## src/rtl/divide_102x51.sv

```systemverilog
// Sequential restoring divider: 102-bit limb-packed dividend by 51-bit divisor,
// valid/ready on both sides. Define DIVIDE_RADIX4_EN to retire two quotient bits per cycle.
module divide_102x51 (
  input  logic           clk,
  input  logic           rst_n,
  input  logic           in_valid,
  output logic           in_ready,
  input  logic [101:0]   dividend,
  input  logic [50:0]    divisor,
  output logic           out_valid,
  input  logic           out_ready,
  output logic [50:0]    quotient,
  output logic [50:0]    remainder,
  output logic           overflow
);

  typedef enum logic [1:0] {IDLE, RUN, DONE} state_t;

`ifdef DIVIDE_RADIX4_EN
  localparam logic [5:0] STEPS = 6'd26;
`else
  localparam logic [5:0] STEPS = 6'd51;
`endif

  state_t       state_reg;
  logic [50:0]  lo_reg;
  logic [50:0]  div_reg;
  logic [50:0]  rem_reg;
  logic [50:0]  quo_reg;
  logic [5:0]   cnt_reg;
  logic         ovf_reg;

  logic         in_ready_reg;
  logic         out_valid_reg;
  logic         overflow_reg;
  logic [50:0]  quotient_reg;
  logic [50:0]  remainder_reg;

  logic [51:0]  s1;
  logic [50:0]  rem_next;
  logic [50:0]  quo_next;
  logic [50:0]  lo_next;
  logic         ovf_in;

  // One restoring step: returns {q bit, new remainder}. r < d on entry keeps the result in 51 bits.
  function automatic logic [51:0] div_step(input logic [50:0] r, input logic b, input logic [50:0] d);
    logic [51:0] t;
    t = {r, b};
    if (t >= {1'b0, d}) begin
      t = t - {1'b0, d};
      return {1'b1, t[50:0]};
    end
    return {1'b0, t[50:0]};
  endfunction

  assign ovf_in = (divisor == 51'd0) || (dividend[101:51] >= divisor);

`ifdef DIVIDE_RADIX4_EN
  logic [51:0] s2;

  always_comb begin
    s1 = div_step(rem_reg, lo_reg[50], div_reg);
    s2 = div_step(s1[50:0], lo_reg[49], div_reg);
    // The first RUN cycle handles the odd bit 50 alone so the rest pairs up evenly.
    if (cnt_reg == STEPS) begin
      rem_next = s1[50:0];
      quo_next = {quo_reg[49:0], s1[51]};
      lo_next  = {lo_reg[49:0], 1'b0};
    end else begin
      rem_next = s2[50:0];
      quo_next = {quo_reg[48:0], s1[51], s2[51]};
      lo_next  = {lo_reg[48:0], 2'b00};
    end
  end
`else
  always_comb begin
    s1       = div_step(rem_reg, lo_reg[50], div_reg);
    rem_next = s1[50:0];
    quo_next = {quo_reg[49:0], s1[51]};
    lo_next  = {lo_reg[49:0], 1'b0};
  end
`endif

  always_ff @(posedge clk or negedge rst_n) begin
    if (!rst_n) begin
      state_reg     <= IDLE;
      lo_reg        <= '0;
      div_reg       <= '0;
      rem_reg       <= '0;
      quo_reg       <= '0;
      cnt_reg       <= '0;
      ovf_reg       <= 1'b0;
      in_ready_reg  <= 1'b1;
      out_valid_reg <= 1'b0;
      overflow_reg  <= 1'b0;
      quotient_reg  <= '0;
      remainder_reg <= '0;
    end else begin
      case (state_reg)
        IDLE: begin
          if (in_valid && in_ready_reg) begin
            lo_reg       <= dividend[50:0];
            div_reg      <= divisor;
            rem_reg      <= dividend[101:51];
            quo_reg      <= '0;
            cnt_reg      <= STEPS;
            ovf_reg      <= ovf_in;
            in_ready_reg <= 1'b0;
            state_reg    <= RUN;
          end
        end
        RUN: begin
          // An overflowed operation spends one RUN cycle so its latency is a single cycle after accept.
          if (ovf_reg) begin
            quotient_reg  <= '1;
            remainder_reg <= '0;
            overflow_reg  <= 1'b1;
            out_valid_reg <= 1'b1;
            state_reg     <= DONE;
          end else begin
            rem_reg <= rem_next;
            quo_reg <= quo_next;
            lo_reg  <= lo_next;
            cnt_reg <= cnt_reg - 6'd1;
            if (cnt_reg == 6'd1) begin
              quotient_reg  <= quo_next;
              remainder_reg <= rem_next;
              overflow_reg  <= 1'b0;
              out_valid_reg <= 1'b1;
              state_reg     <= DONE;
            end
          end
        end
        DONE: begin
          if (out_ready) begin
            out_valid_reg <= 1'b0;
            in_ready_reg  <= 1'b1;
            state_reg     <= IDLE;
          end
        end
        default: begin
          state_reg <= IDLE;
        end
      endcase
    end
  end

  assign in_ready  = in_ready_reg;
  assign out_valid = out_valid_reg;
  assign quotient  = quotient_reg;
  assign remainder = remainder_reg;
  assign overflow  = overflow_reg;

endmodule

```

## config.mk

```make
export PLATFORM = sky130hd
export DESIGN_NAME = divide_102x51
export DESIGN_NICKNAME = d
export VERILOG_FILES = /design/src/rtl/divide_102x51.sv
export SDC_FILE = /design/constraint.sdc
export NUM_CORES = 1
export LEC_CHECK = 0
export BUFFER_PORTS_ARGS = -buffer_cell sky130_fd_sc_hd__buf_4
export CORE_ASPECT_RATIO = 0.6
export CORE_MARGIN = 4
export CORE_UTILIZATION = 40
export CTS_CLUSTER_DIAMETER = 80
export DETAILED_ROUTE_END_ITERATION = 7
export MAX_ROUTING_LAYER = met4
export PLACE_DENSITY_LB_ADDON = 0.3
export SLEW_MARGIN = 5
export SYNTH_ARGS = -nofsm -noshare
export SYNTH_HDL_FRONTEND = slang
export SYNTH_SLANG_ARGS = --single-unit
```

## constraint.sdc

```tcl
create_clock -name clk -period 6.1 [get_ports clk]
set_input_delay 0.61 -clock clk [delete_from_list [all_inputs] [get_ports clk]]
set_output_delay 0.61 -clock clk [all_outputs]
set_load 0.1 [all_outputs]
```

* Word-level counts from Yosys, hierarchy flattened
Index checks and enable logic that the tools add are counted.
Cells by class: order comparisons 2, reduce and logical (&&, ||, !) cells 14, multiplexer cells 34, $add $sub $neg 2, equality and inequality tests 7
Operator list (number):
- 2-to-1 mux 51 bit | 9
- one-hot mux 51 bit (2 select lines) | 2
- 2-to-1 mux 52 bit | 2
- 2-to-1 mux 50 bit | 2
- one-hot mux 50 bit (2 select lines) | 1
- greater-or-equal comparator 52 x 51 -> 1 bit | 1
- greater-or-equal comparator 51 bit | 1
- zero test 51 bit | 1
- subtractor 51 bit | 1
- 2-to-1 mux 6 bit | 2
- one-hot mux 6 bit (2 select lines) | 1
- AND reduction 3 bit | 4
- 2-to-1 mux 1 bit | 8
- 2-to-1 mux 2 bit | 4
- nonzero test 2 bit | 4
- equality test 6 x 1 -> 1 bit (second input constant) | 1
- inequality test 2 bit (second input constant) | 3
- one-hot mux 2 bit (3 select lines) | 1
- subtractor 6 x 1 -> 6 bit (second input constant) | 1
- one-hot mux 1 bit (2 select lines) | 2
- AND reduction 2 bit | 2
- inequality test 3 bit (second input constant) | 1
- equality test 2 x 1 -> 1 bit (second input constant) | 1
- equality test 2 bit (second input constant) | 1
- other kinds (3) | 3
Word-level totals: input bits 157, register bits 317, output and inout port bits 105, word-level logic and storage cells 71

* Depth between registers and ports, before layout
Gate-level depths: netlist of the first run.
word-level depth 5, gate-level depth with buffers 15, depth with buffers taken out 12

* Least setup slack after synthesis of the first run
No wires, ideal clock.
kind register -> register, start point reg lo_reg[50], end point reg rem_reg[30], slack 3.139 ns, data required time 5.968 ns, data arrival time 2.829 ns, stages on the path, launching flop included 16, buffers on the path 3, library setup time 0.132 ns, period minus slack after synthesis 2.961 ns, cell sequence dfrtp_1 > inv_1 > ha_1 > fa_1 > nor2b_1 > o21bai_1 > a211o_1 > and2_1 > o221ai_2 > o211ai_2 > buf_4 > nand2_8 > buf_12 > buf_12 > mux2i_1 > o21ai_1
On the way: cells in the longest elaborated chain, start to end 5
RTL lines:
- start, declared | RTL line 26 | logic [50:0] lo_reg;
- start signal, assigned | RTL line 102 | lo_reg <= dividend[50:0];
- start signal, assigned | RTL line 123 | lo_reg <= lo_next;
- subtractor 51 bit or greater-or-equal comparator 52 x 51 -> 1 bit (tied branches) | RTL line 50, 49
- 2-to-1 mux 51 bit, or another cell as far along | RTL line 49 | if (t >= {1'b0, d}) begin
- 2-to-1 mux 52 bit * | RTL line 53 | return {1'b0, t[50:0]};
- 2-to-1 mux 51 bit * | RTL line 114 | if (ovf_reg) begin
- one-hot mux 51 bit (2 select lines) * | RTL line 99 | case (state_reg)
- end signal, assigned | RTL line 104 | rem_reg <= dividend[101:51];
- end signal, assigned | RTL line 121 | rem_reg <= rem_next;
- end, declared | RTL line 28 | logic [50:0] rem_reg;
Mark *: on every way between the ends. The rest lies on a longest branch, timed or not. The select of a mux whose other input is x is not followed. A chain may end at the register's enable or synchronous reset.

* Final worst setup path of the first run
start point reg rem_reg[8], end point reg rem_reg[49]
On the way: cells in the longest elaborated chain, start to end 5
RTL lines (RTL line):
- subtractor 51 bit or greater-or-equal comparator 52 x 51 -> 1 bit (tied branches) | 50, 49
- 2-to-1 mux 51 bit, or another cell as far along | 49
- 2-to-1 mux 52 bit * | 53
- 2-to-1 mux 51 bit * | 114
- one-hot mux 51 bit (2 select lines) * | 99
Marked as above.

==> results of run 1 <==
-- layout by cell type, fill, tap and decap left out, types with 18 or more instances in the layout --
master / Yosys / routed
nand2_1: 276 / 274
inv_1: 123 / 123
nand4_1: 26 / 26
mux2i_1: 40 / 40
and3_1: 42 / 42
o21ai_0: 142 / 142
nand3_1: 18 / 18
clkbuf_16: 0 / 31
buf_4: 2 / 271
xor2_1: 20 / 20
o21ai_1: 33 / 32
dfrtp_1: 316 / 316
a31oi_1: 61 / 61
xnor2_1: 25 / 25
o22a_1: 50 / 50
a21oi_1: 120 / 120
a21o_1: 42 / 42
a22o_1: 53 / 53
nor2_1: 99 / 96
ha_1: 104 / 104
-- power groups by stage --
stage	Clock, mW	Sequential, mW	Combinational (mW)
4_1_cts	2.05	2.10	0.248
3_5_place_dp	0	2.14	0.246
6_report	2.01	2.10	0.247
5_1_grt	2.15	2.10	0.275
2_1_floorplan	0	2.14	0.0662
3_3_place_gp	0	2.14	0.240
-- cell families (layout without fill, tap and decap cells) --
kind of cell	count (synthesis)	after routing	synth area share (%)
AOI/OAI and AO/OA	616	616	23.1
xor gates and xnor gates	45	45	2.23
adders and majority gates	105	105	7.47
buffers and inverters	243	455	5.69
DFF	317	317	44.8
muxes	43	43	2.47
other	0	1	0
and+or+nand+nor	548	548	14.2
-- layer usage --
metal,up-vias,part of all wire (%)
met5,-,0
met3,90,8.8
met1,7657,49
met4,0,2.3
met2,587,40
li1,7236,-
-- final timing paths --
kind                       slack (ns)       endpoint  depth (start not counted)  startpoint
hold / removal                   0.03  remainder[29]                          1       rst_n
setup reg to reg                 1.97    rem_reg[49]                         10  rem_reg[8]
hold reg to reg                  0.48      out_valid                          2   out_valid
max in group asynchronous        4.52     lo_reg[18]                          2       rst_n
min in group clk                 0.23   state_reg[1]                          2   out_ready
setup / recovery                 1.97    rem_reg[49]                         10  rem_reg[8]
-- worst max-delay path: stages, from the launching register on --
cell,delay (ns)
dfrtp_1,0.39
ha_1,0.39
a21oi_1,0.18
o21ai_0,0.16
a31oi_1,0.28
and2_1,0.39
o221ai_2,0.22
o211ai_2,0.59
and2_1,0.87
nor2_1,0.25
a221oi_2,0.30
-- cell type report --
| class | instances | area, sq um |
|---|---|---|
| Inverter | 123 | 462 |
| Multi-Input combinational cell | 1357 | 8820 |
| Clock inverter | 16 | 173 |
| Fill cell | 4160 | 22400 |
| Clock buffer | 41 | 873 |
| Antenna cell | 1 | 2.50 |
| Sequential cell | 317 | 7930 |
| Tap cell | 579 | 724 |
| Timing Repair Buffer | 275 | 2110 |
==> impl_results.md, run 1 <==
- Total iterations of the first detailed-routing run: 6
- TritonCTS clock tree: done
- Clk Latency, worst-skew pair: 0.59 ns
- Final Max Tran Viols: 0
- Met3 Track Usage GR: 5.84%
- Final standard cell area without fillers: 21100 sq um
- Area of the placeable core: 43500 sq um
- Hold-fix buffer count after cts: 0
- Mapped Cells: 1917
- DP Worst Slack: 2.09 ns
- Number of flops mapped to enable cells by yosys: 0
- GR Layer Usage met1: 35.9%
- H-tree depth: 1
- Number of buffers inserted to repair setup after CTS: 0
- Clock-pin slew on the worst setup and hold paths: 0.07 ns
- Die height: 171 um
- Final routed wirelength across all metal layers: 57.0 mm
- Setup repair after global routing missed its margin: false
- Net total in the final layout: 2367
- Time the final worst path needs with I/O delays and setup: 4.13 ns
- Maximum root-to-sink buffer count: 3
- Switch Pwr: 1.01 mW
- Share of flip-flops with an asynchronous set or reset after synthesis: 100%
- Weighted congestion at the end of routability-driven global placement: 0.994
- Most frequent cells after synthesis: 316 x dfrtp_1, 276 x nand2_1, 142 x o21ai_0
- # rows: 59
- Vias in the first global route: 14900
- Post-detailed-route via-to-cell ratio: 5.75
- Final-report setup violation count: 0
- Post-synthesis cell type with the largest combined area: dfrtp_1
- Width of the chip: 280 um
- Total routing usage reported by global routing: 23.9%
- Power after layout: 4.35 mW
- Cell internal power dissipation: 3.34 mW
- Flop and latch count out of synthesis: 317
- Per-cell routed wire length: 21.0 um
- Unique cell type count in the Yosys netlist: 84
- Sw frac: 23.2%
- Number of design rule violations left after detail routing: 0
- Max-cap check violation count: 0
- Ranking of synthesized cells by area: dfrtp_1 45%, ha_1 7.4%, nand2_1 5.9%, o21ai_0 4.0%, a21oi_1 3.4%
- Relative slew slack: 19.7%
- Clock root cell: clkbuf_16
- Initial DRC Count: 1350
- Cell area reported after detailed placement: 20100 sq um
- Antenna viol nets, final: 0
- Hold slack: 0.0296 ns
- Fin util: 48.5%
- Global-route wire length before repair: 87.9 mm
- Maximum number of pins on one net before global-route repair: 153
- Post-synthesis average cell area: 9.23 sq um
- Data arrival time of the critical path: 4.62 ns
- Most used standard cell by instance count after synthesis: dfrtp_1
- Hpwl dp: 41.2 mm
- Quantity of I/O buffers inserted on ports: 261
- Initial Utilization: 40.7%
- Share of Yosys cell area claimed by the top area cell type: 44.7%
- Number of cells upsized or downsized after cts: 0
- Sequential element share of the synthesized area: 44.8%
- Kind of end point of the critical path: flop
- Top_reg_cell synth: dfrtp_1
- Leakage power: 10.4 nW
- Combinational cell fraction of total power: 5.7%
- Setup CP Type: flop to flop
- Die footprint: 47800 sq um
- Final total negative setup slack: 0 ns
- Data required time at the worst endpoint: 6.59 ns
- Final cycle utilization of the critical path: 67.7%
- Non-filler instance count after layout: 2709
- Top-Level Pins: 262
- Total grt overflow: 0
- Maximum fanout along the worst path: 21
- Status: finished, final reports clean
- Clock tree skew after final layout: 0.0205 ns
- Sink count of the clock tree: 317
- YS warnings: 0
- Initial antenna violation count: 2
- Syn Nets: 2179
- Met2 Resource Use GR: 32.3%
- CTS Buf Count: 31
- Cell count after placement: 2651
- Post-synthesis to final-layout area growth: 19.2%
- Type of element launching the critical path: flop
- Total via count after detailed routing: 15600
- Hold violation count in the final report: 0
- Setup slack of the critical path after layout: 1.97 ns
- Transition at the pin with the smallest max-transition slack: 1.19 ns
- P per Cell Area: 206 nW/um^2
- Share of layout cells above drive strength 1: 17.4%
- Highest clock rate: 0.242 GHz
- Post-synthesis cell area: 17700 sq um
- Class of the tightest hold or removal check: primary input to async pin
- Worst-case vdd ir drop: 0.190 mV
- Register share of total power: 48.3%
- Clock power share: 46.1%
- Grt peak-use layer: met1
Note: power is estimated with default switching activity, not from simulation.
==> run 2: changes to the inputs <==
==> constraint.sdc (replaced) <==
create_clock -name clk -period 3.6 [get_ports clk]
set_input_delay 0.36 -clock clk [delete_from_list [all_inputs] [get_ports clk]]
set_output_delay 0.36 -clock clk [all_outputs]
set_load 0.1 [all_outputs]
==> impl_results.md, run 2 (same netlist as run 1, synthesis figures left out) <==
- Status: finished, final reports clean
- Worst Hold Launch: out_ready
- Initial Utilization: 40.7%
- Clock tree skew after final layout: 0.0163 ns
- R2R Path End: rem_reg[27]
- Clock root cell: clkbuf_16
- Max-cap check violation count: 0
- Area of the placeable core: 43500 sq um
- Final cycle utilization of the critical path: 95.1%
- Time the final worst path needs with I/O delays and setup: 3.42 ns
- Total routing usage reported by global routing: 24.2%
- Setup CP Type: flop to flop
- Clk Latency, worst-skew pair: 0.53 ns
- Data arrival time of the critical path: 3.79 ns
- # rows: 59
- Most frequent cells in the layout: 316 x dfrtp_1, 295 x buf_4, 274 x nand2_1, 142 x o21ai_0, 123 x inv_1
- P per Cell Area: 351 nW/um^2
- Vias in the first global route: 15400
- Total via count after detailed routing: 15700
- Maximum fanout along the worst path: 16
- Worst-case vdd ir drop: 0.261 mV
- Most common library cell in the layout ignoring fill and taps: dfrtp_1
- Leakage power: 10.6 nW
- Startpoint of the worst register-to-register path: lo_reg[50]
- Type of element launching the critical path: flop
- Total grt overflow: 0
- Hpwl dp: 42.0 mm
- Maximum number of pins on one net before global-route repair: 153
- Number of design rule violations left after detail routing: 0
- Sink count of the clock tree: 317
- Width of the chip: 280 um
- Hold violation count in the final report: 0
- Net total in the final layout: 2399
- CTS Buf Count: 34
- Final routed wirelength across all metal layers: 57.2 mm
- Non-filler instance count after layout: 2739
- Final-report setup violation count: 0
- Total iterations of the first detailed-routing run: 5
- Quantity of I/O buffers inserted on ports: 261
- Global-route wire length before repair: 89.2 mm
- Worst hold path endpoint: state_reg[1]
- Per-cell routed wire length: 20.9 um
- Die footprint: 47800 sq um
- Antenna viol nets, final: 0
- Share of layout cells above drive strength 1: 18.9%
- Final total negative setup slack: 0 ns
- Relative slew slack: 19.2%
- Data required time at the worst endpoint: 3.97 ns
- Kind of end point of the critical path: flop
- Clock-pin slew on the worst setup and hold paths: 0.06 ns
- TritonCTS clock tree: done
- Weighted congestion at the end of routability-driven global placement: 0.994
- Cell count after placement: 2679
- Post-detailed-route via-to-cell ratio: 5.72
- H-tree depth: 2
- N_diodes: 0
- Number of fillers in the final layout: 4085
- Class of the tightest hold or removal check: primary input to flop
- Initial antenna violation count: 0
- Flop2flop setup slack: 0.18 ns
- Setup repair after global routing missed its margin: true
- Path depth of the worst reg2reg path: 14
- Post-synthesis to final-layout area growth: 21.4%
- Number of buffers inserted to repair setup after CTS: 0
- Final Max Tran Viols: 0
- Die height: 171 um
- Maximum root-to-sink buffer count: 3
- Highest clock rate: 0.292 GHz
- Transition at the pin with the smallest max-transition slack: 1.20 ns
- Hold depth: 2
- Top-Level Pins: 262
- Initial DRC Count: 1383
-- run 2: worst max path at each step --
| stage | cells past startpoint | end | from | slack (ns) |
|---|---|---|---|---|
| after global routing | 14 | remainder[17] | lo_reg[50] | -0.005 |
| after CTS | 14 | rem_reg[27] | lo_reg[50] | 0.15 |
| final | 14 | rem_reg[27] | lo_reg[50] | 0.18 |
| after global placement | 11 | rem_reg[50] | rem_reg[12] | 0.20 |
| after floorplan | 15 | rem_reg[30] | lo_reg[50] | 0.64 |
| after detailed placement | 14 | rem_reg[27] | lo_reg[50] | 0.19 |
-- run 2: per-layer routing --
layer  share of wire (%)  up-vias  global-route usage (%)
met5                   0        -                       -
met4                 2.1        0                    5.45
met3                 8.9       77                    6.23
met2                  41      569                    33.2
met1                  48     7731                    35.6
li1                    -     7301                       -
-- run 2: critical path, cell delays in order, from the launching register on --
cell      delay, ns
dfrtp_1        0.38
inv_1          0.06
ha_1           0.23
fa_1           0.41
nor2b_1        0.20
o21bai_1       0.12
a211o_1        0.29
and2_2         0.26
o221ai_4       0.23
o211ai_2       0.15
buf_4          0.21
nand2_8        0.17
buf_12         0.21
mux2i_1        0.24
o21ai_0        0.11
-- run 2: metrics by stage --
| step | instance area [sq um] | total power [mW] | worst slack, ns | utilization, % | hold WS [ns] |
|---|---|---|---|---|---|
| after floorplan | 17700 | 3.74 | 0.639 | - | 0.0644 |
| after global placement | 20300 | 4.04 | 0.196 | 46.7 | 0.467 |
| after detailed placement | 20300 | 4.05 | 0.187 | 46.7 | 0.467 |
| after CTS | 21400 | 7.63 | 0.153 | 49.3 | 0.0348 |
| after global routing | 21500 | 7.82 | -0.00527 | 49.4 | 0.0457 |
| final | 21500 | 7.55 | 0.177 | 49.4 | 0.0548 |
-- run 2: what timing repair did --
action                                  4_1_cts  5_1_grt
endpoints found under the setup margin        0       71
endpoints found under the hold margin        97        0
resized for setup                             0        9
hold buffers                                  1        0
-- run 2: cell type report --
class / instances / area (sq um) / area share, %
tap: 579 / 724 / 3.37
sequential: 317 / 7930 / 36.9
clock inverter: 8 / 73.8 / 0.344
timing repair buffer: 304 / 2380 / 11.1
inverter: 123 / 462 / 2.15
clock buffer: 51 / 1050 / 4.87
multi-input combinational: 1357 / 8860 / 41.3
-- run 2: power by group --
part	internal (mW)	switching, mW	total (mW)
logic	0.188	0.238	0.427
registers	3.56	0	3.56
clock network	2.08	1.48	3.56
